**src/rtl/i2s_clkgen.sv**
```systemverilog
// I2S bit-clock / word-select generator with a one-cycle falling-edge strobe.
// Optional frame counter output enabled by defining I2S_CLKGEN_FRMCNT_EN.
module i2s_clkgen (
    input  logic        clk_i,
    input  logic        rst_i,
    input  logic        en_i,
    input  logic [15:0] div_i,
    input  logic [1:0]  chl_i,
    input  logic        pol_i,
    output logic        i2s_sck_o,
    output logic        i2s_sck_trg_o,
    output logic        i2s_ws_o,
`ifdef I2S_CLKGEN_FRMCNT_EN
    output logic [15:0] frm_cnt_o,
`endif
    output logic        busy_o
);

    localparam logic [0:0] ST_IDLE = 1'b0;
    localparam logic [0:0] ST_RUN  = 1'b1;

    logic [0:0]  state_q;
    logic [15:0] div_q;
    logic [15:0] cnt_q;
    logic        sck_q;
    logic        trg_q;
    logic        ws_q;
    logic [4:0]  bit_q;
    logic [1:0]  chl_q;

    logic        idle_w;
    logic        wrap_w;
    logic        fall_w;
    logic        chwrap_w;
    logic [4:0]  bit_last_w;

    // Decode the per-cycle events: forced idle, divider wrap, SCK fall, channel end
    always_comb begin
        idle_w     = (state_q == ST_IDLE) || !en_i;
        wrap_w     = (cnt_q == div_q);
        fall_w     = !idle_w && wrap_w && sck_q;
        bit_last_w = {chl_q, 3'b111};
        chwrap_w   = fall_w && (bit_q == bit_last_w);
    end

    // Run/idle state; a low enable always wins over any pending SCK event
    always_ff @(posedge clk_i or posedge rst_i) begin
        if (rst_i)
            state_q <= ST_IDLE;
        else if (en_i)
            state_q <= ST_RUN;
        else
            state_q <= ST_IDLE;
    end

    // Divider: count to div_q, toggle SCK; div_q reloads only when idle or on a fall
    always_ff @(posedge clk_i or posedge rst_i) begin
        if (rst_i) begin
            cnt_q <= '0;
            sck_q <= 1'b0;
            trg_q <= 1'b0;
            div_q <= '0;
        end else if (idle_w) begin
            cnt_q <= '0;
            sck_q <= 1'b0;
            trg_q <= 1'b0;
            div_q <= div_i;
        end else if (wrap_w) begin
            cnt_q <= '0;
            sck_q <= ~sck_q;
            trg_q <= sck_q;
            if (sck_q)
                div_q <= div_i;
        end else begin
            cnt_q <= cnt_q + 16'd1;
            trg_q <= 1'b0;
        end
    end

    // Bit counter and word select, advanced on SCK falls; channel length latched per channel
    always_ff @(posedge clk_i or posedge rst_i) begin
        if (rst_i) begin
            bit_q <= '0;
            ws_q  <= 1'b0;
            chl_q <= '0;
        end else if (idle_w) begin
            bit_q <= '0;
            ws_q  <= 1'b0;
            chl_q <= chl_i;
        end else if (chwrap_w) begin
            bit_q <= '0;
            ws_q  <= ~ws_q;
            chl_q <= chl_i;
        end else if (fall_w) begin
            bit_q <= bit_q + 5'd1;
        end
    end

`ifdef I2S_CLKGEN_FRMCNT_EN
    logic [15:0] frm_q;

    // Completed stereo frames: counted when WS returns from right to left
    always_ff @(posedge clk_i or posedge rst_i) begin
        if (rst_i)
            frm_q <= '0;
        else if (idle_w)
            frm_q <= '0;
        else if (chwrap_w && ws_q)
            frm_q <= frm_q + 16'd1;
    end

    assign frm_cnt_o = frm_q;
`endif

    assign i2s_sck_o     = sck_q;
    assign i2s_sck_trg_o = trg_q;
    assign i2s_ws_o      = ws_q ^ pol_i;
    assign busy_o        = (state_q == ST_RUN);

endmodule

```
**config.mk**
```make
export PLATFORM = sky130hd
export DESIGN_NAME = i2s_clkgen
export DESIGN_NICKNAME = d
export VERILOG_FILES = /design/src/rtl/i2s_clkgen.sv
export SDC_FILE = /design/constraint.sdc
export NUM_CORES = 1
export LEC_CHECK = 0
export CELL_PAD_IN_SITES_DETAIL_PLACEMENT = 1
export CELL_PAD_IN_SITES_GLOBAL_PLACEMENT = 1
export CORE_UTILIZATION = 39
export DETAILED_ROUTE_END_ITERATION = 8
export PLACE_DENSITY_LB_ADDON = 0.1
export SLEW_MARGIN = 20
export SYNTH_ARGS = -nofsm -noshare
export SYNTH_HDL_FRONTEND = slang
export SYNTH_SLANG_ARGS = --single-unit
```
**constraint.sdc**
```tcl
create_clock -name clk_i -period 1.8 [get_ports clk_i]
set_input_delay 0.36 -clock clk_i [delete_from_list [all_inputs] [get_ports clk_i]]
set_output_delay 0.36 -clock clk_i [all_outputs]
set_load 0.02 [all_outputs]
```
==> impl_metrics.yaml <==
power_and_ir_drop:
  power.leakage_nw: 1.23
  pwr-share-seq: 0.559
  switchingPower_w: 0.000439
  intPower_w: 0.00140
  power_density_nw_per_um2: 641
  share_comb_of_total_power: 0.120
  p_clk_frac: 0.321
  max-vdd-ir-drop_mv: 0.318
  power_w: 0.00184
  p_sw_frac: 0.238
setup_path:
  rrSetupSlack_ns: -0.16
  cp.required_ns: 1.98
  r2r-start: "div_q[8]"
  cp_slowest_cell: "dfrtp_1"
  end_kind: "flip-flop"
  worst-setup-path-type: "reg -> reg"
  worstPathCellList: "xor2_1 -> nor4_2 -> buf_4 -> nand4_1 -> buf_6 -> o31ai_4 -> mux2_2"
  cp.buffers_inverters: 2
  critical_path.top_delay_family: "flip-flops"
  cp_max_fo: 7
  cpPeakStageDelay_ns: 0.40
  r2r-end: "chl_q[1]"
  r2r_cells: 7
  setup.worst_path.start_class: "flip-flop"
  worstPathArrival_ns: 2.14
place:
  portBuffers: 25
  dp_cells: 299
  gp_congestion: 0.764
  hpwl_um: 3410
grt:
  grt_usage: 0.200
  grt_pass1_wl_um: 8180
  grt_remaining_overflow: 0
  grt_pass1_vias: 1732
  antenna_found_initial: 0
  grt_max_degree: 44
yosys:
  synth_edf_count: 0
  yosys.area.top_type: "dfrtp_1"
  synthTopCellsByCount: "dfrtp_1 (43), xor2_1 (23), nor2_1 (20), mux2_2 (18), xnor2_1 (11)"
  ys_seq_area_frac: 0.524
  async_flop_share: 1.00
  ys_top_cells_by_area: "dfrtp_1 (52%), mux2_2 (9.9%), xor2_1 (9.8%), xnor2_1 (4.7%), nor2_1 (3.7%)"
  syn_area_um2: 2050
  synthCells: 181
  synth_fp_nets: 205
  synth_cell_types: 26
  synth.avg_cell_area_um2: 11.3
  yosysMostFrequentCell: "dfrtp_1"
  ys.flop_type: "dfrtp_1"
  ys_warn_count: 0
  netlist.area_leader.share: 0.524
  yosys_register_bits: 43
sta:
  clock_skew_ns: 0.00789
  timing.setup.tns_ns: -2.25
  rsz0062_at_grt: "yes"
  setup_viol: 39
  hold_viol: 0
  fmax_ghz: 0.511
  min_period_ns: 1.96
  worst_pin_slew_ns: 0.358
  maxSlewHeadroom: 0.761
  setup_slack_ns: -0.158
  drv_slew: 0
  final_min_period_over_clock_period: 1.09
detailed_routing:
  drt_first_pass_iters: 4
  via_per_inst: 5.09
  drc: 0
  vias: 1603
  routed_wl_um: 5020
  postRouteAntennaNets: 0
  post_drt_wl_per_cell_um: 15.9
  drtIter0Drc: 68
clock_network:
  hold_buffers: 0
  tritoncts: "done"
  root_buffer: "clkbuf_8"
  cts_buffers: 5
  clkTransAtPathRegs_ns: 0.08
  insertion_delay_ns: 0.29
  clkSinkCount: 43
  ctsLongestPathBuffers: 2
  h-tree-depth: 2
floorplanning:
  initial_core_util: 0.404
  core_area_um2: 5070
  die_y_um: 74.5
  core.rowCount: 26
  die_area_um2: 5560
  die_w_um: 74.5
  ios: 26
layout:
  drive_gt1_frac: 0.339
  fin_cells: 315
  fin_nets: 268
  area_delta_synth_final_pct: 40.0
  diodes: 0
run_status:
  violations: "negative setup slack"
  status: "finished, violations left"
job:
  maxCapViolations: 0
min_path:
  min_path_type: "in -> async"
-- sequential cells by signal, summed over array words and instances (netlist names) --
signal	flops
busy_o	1
div_q	16
cnt_q	16
chl_q	2
bit_q	5
i2s_sck_o	1
i2s_sck_trg_o	1
ws_q	1
-- cell families (layout without fill, tap and decap cells) --
logic type	after synthesis	after routing	synth area share
AND/OR/NAND/NOR	63	63	0.151
flip-flops	43	43	0.524
XOR/XNOR	34	34	0.145
multiplexers	18	18	0.0988
AO/OA/AOI/OAI	13	13	0.0476
buffers and inverters	8	72	0.0207
adder cells (fa/ha/maj)	2	2	0.0122
-- layout make-up --
type / count / area, µm²
fill: 564 / 2200
sequential: 43 / 1080
multi-input combinational: 130 / 1040
timing repair buffer: 59 / 573
tap: 70 / 87.6
clock buffer: 7 / 76.3
inverter: 5 / 18.8
clock inverter: 1 / 5.00
-- tightest hold or removal path: cells and delay by family --
| kind | cells | cell delay (ns) |
|---|---|---|
| buffers and inverters | 3 | 0.75 |
-- power by group through the flow --
stage / registers [W] / logic [W] / clock network [W]
after CTS: 0.00103 / 0.000214 / 0.000609
after floorplan: 0.00104 / 0.0000992 / 0
after detailed placement: 0.00105 / 0.000195 / 0
final: 0.00103 / 0.000220 / 0.000591
after global placement: 0.00105 / 0.000188 / 0
after global routing: 0.00103 / 0.000242 / 0.000652
-- timing repair --
item                                    4_1_cts  5_1_grt
setup buffers                                 5        3
endpoints found under the setup margin       43       41
gates resized for setup                      18       17
cloned                                        0        1
pin swaps                                     9        6
-- worst max-delay path by stage --
stage / cells after the start / to / startpoint / slack [ns]
detailed placement: 7 / ws_q / div_q[9] / -0.27
CTS: 7 / chl_q[1] / div_q[8] / -0.19
global placement: 7 / chl_q[1] / div_q[9] / -0.26
floorplan: 5 / ws_q / cnt_q[6] / -0.06
global route: 7 / chl_q[1] / div_q[8] / -0.33
finish: 7 / chl_q[1] / div_q[8] / -0.16
-- per-layer routing --
layer	global-route usage	vias up	routed length, µm
met5	0	-	0
met4	0.0776	0	84
met3	0.0474	9	183
met2	0.316	31	2460
met1	0.266	807	2290
li1	-	756	-
-- placed cells by master, fill, tap and decap left out, drive strengths merged, types with 3 or more instances in the layout --
master | synthesis | routed
dfrtp | 43 | 43
buf | 3 | 33
clkdlybuf4s50 | 0 | 24
xor2 | 23 | 23
nor2 | 20 | 20
mux2 | 18 | 18
xnor2 | 11 | 11
nand2 | 10 | 10
nand3 | 9 | 9
clkbuf | 0 | 8
nor3 | 6 | 6
a21oi | 6 | 6
inv | 5 | 5
nor4 | 5 | 5
and3 | 5 | 5
nand4 | 3 | 3
o31ai | 3 | 3
-- stage by stage --
| step | worst slack (ns) | hold WS (ns) | instance area, µm² | util |
|---|---|---|---|---|
| after global routing | -0.329 | 0.466 | 2870 | 0.566 |
| after global placement | -0.265 | 0.509 | 2590 | 0.511 |
| after CTS | -0.187 | 0.451 | 2770 | 0.547 |
| after detailed placement | -0.273 | 0.521 | 2590 | 0.511 |
| final | -0.158 | 0.443 | 2870 | 0.566 |
| after floorplan | -0.0582 | 0.391 | 2060 | - |
Power figures use the tool's default switching activity.
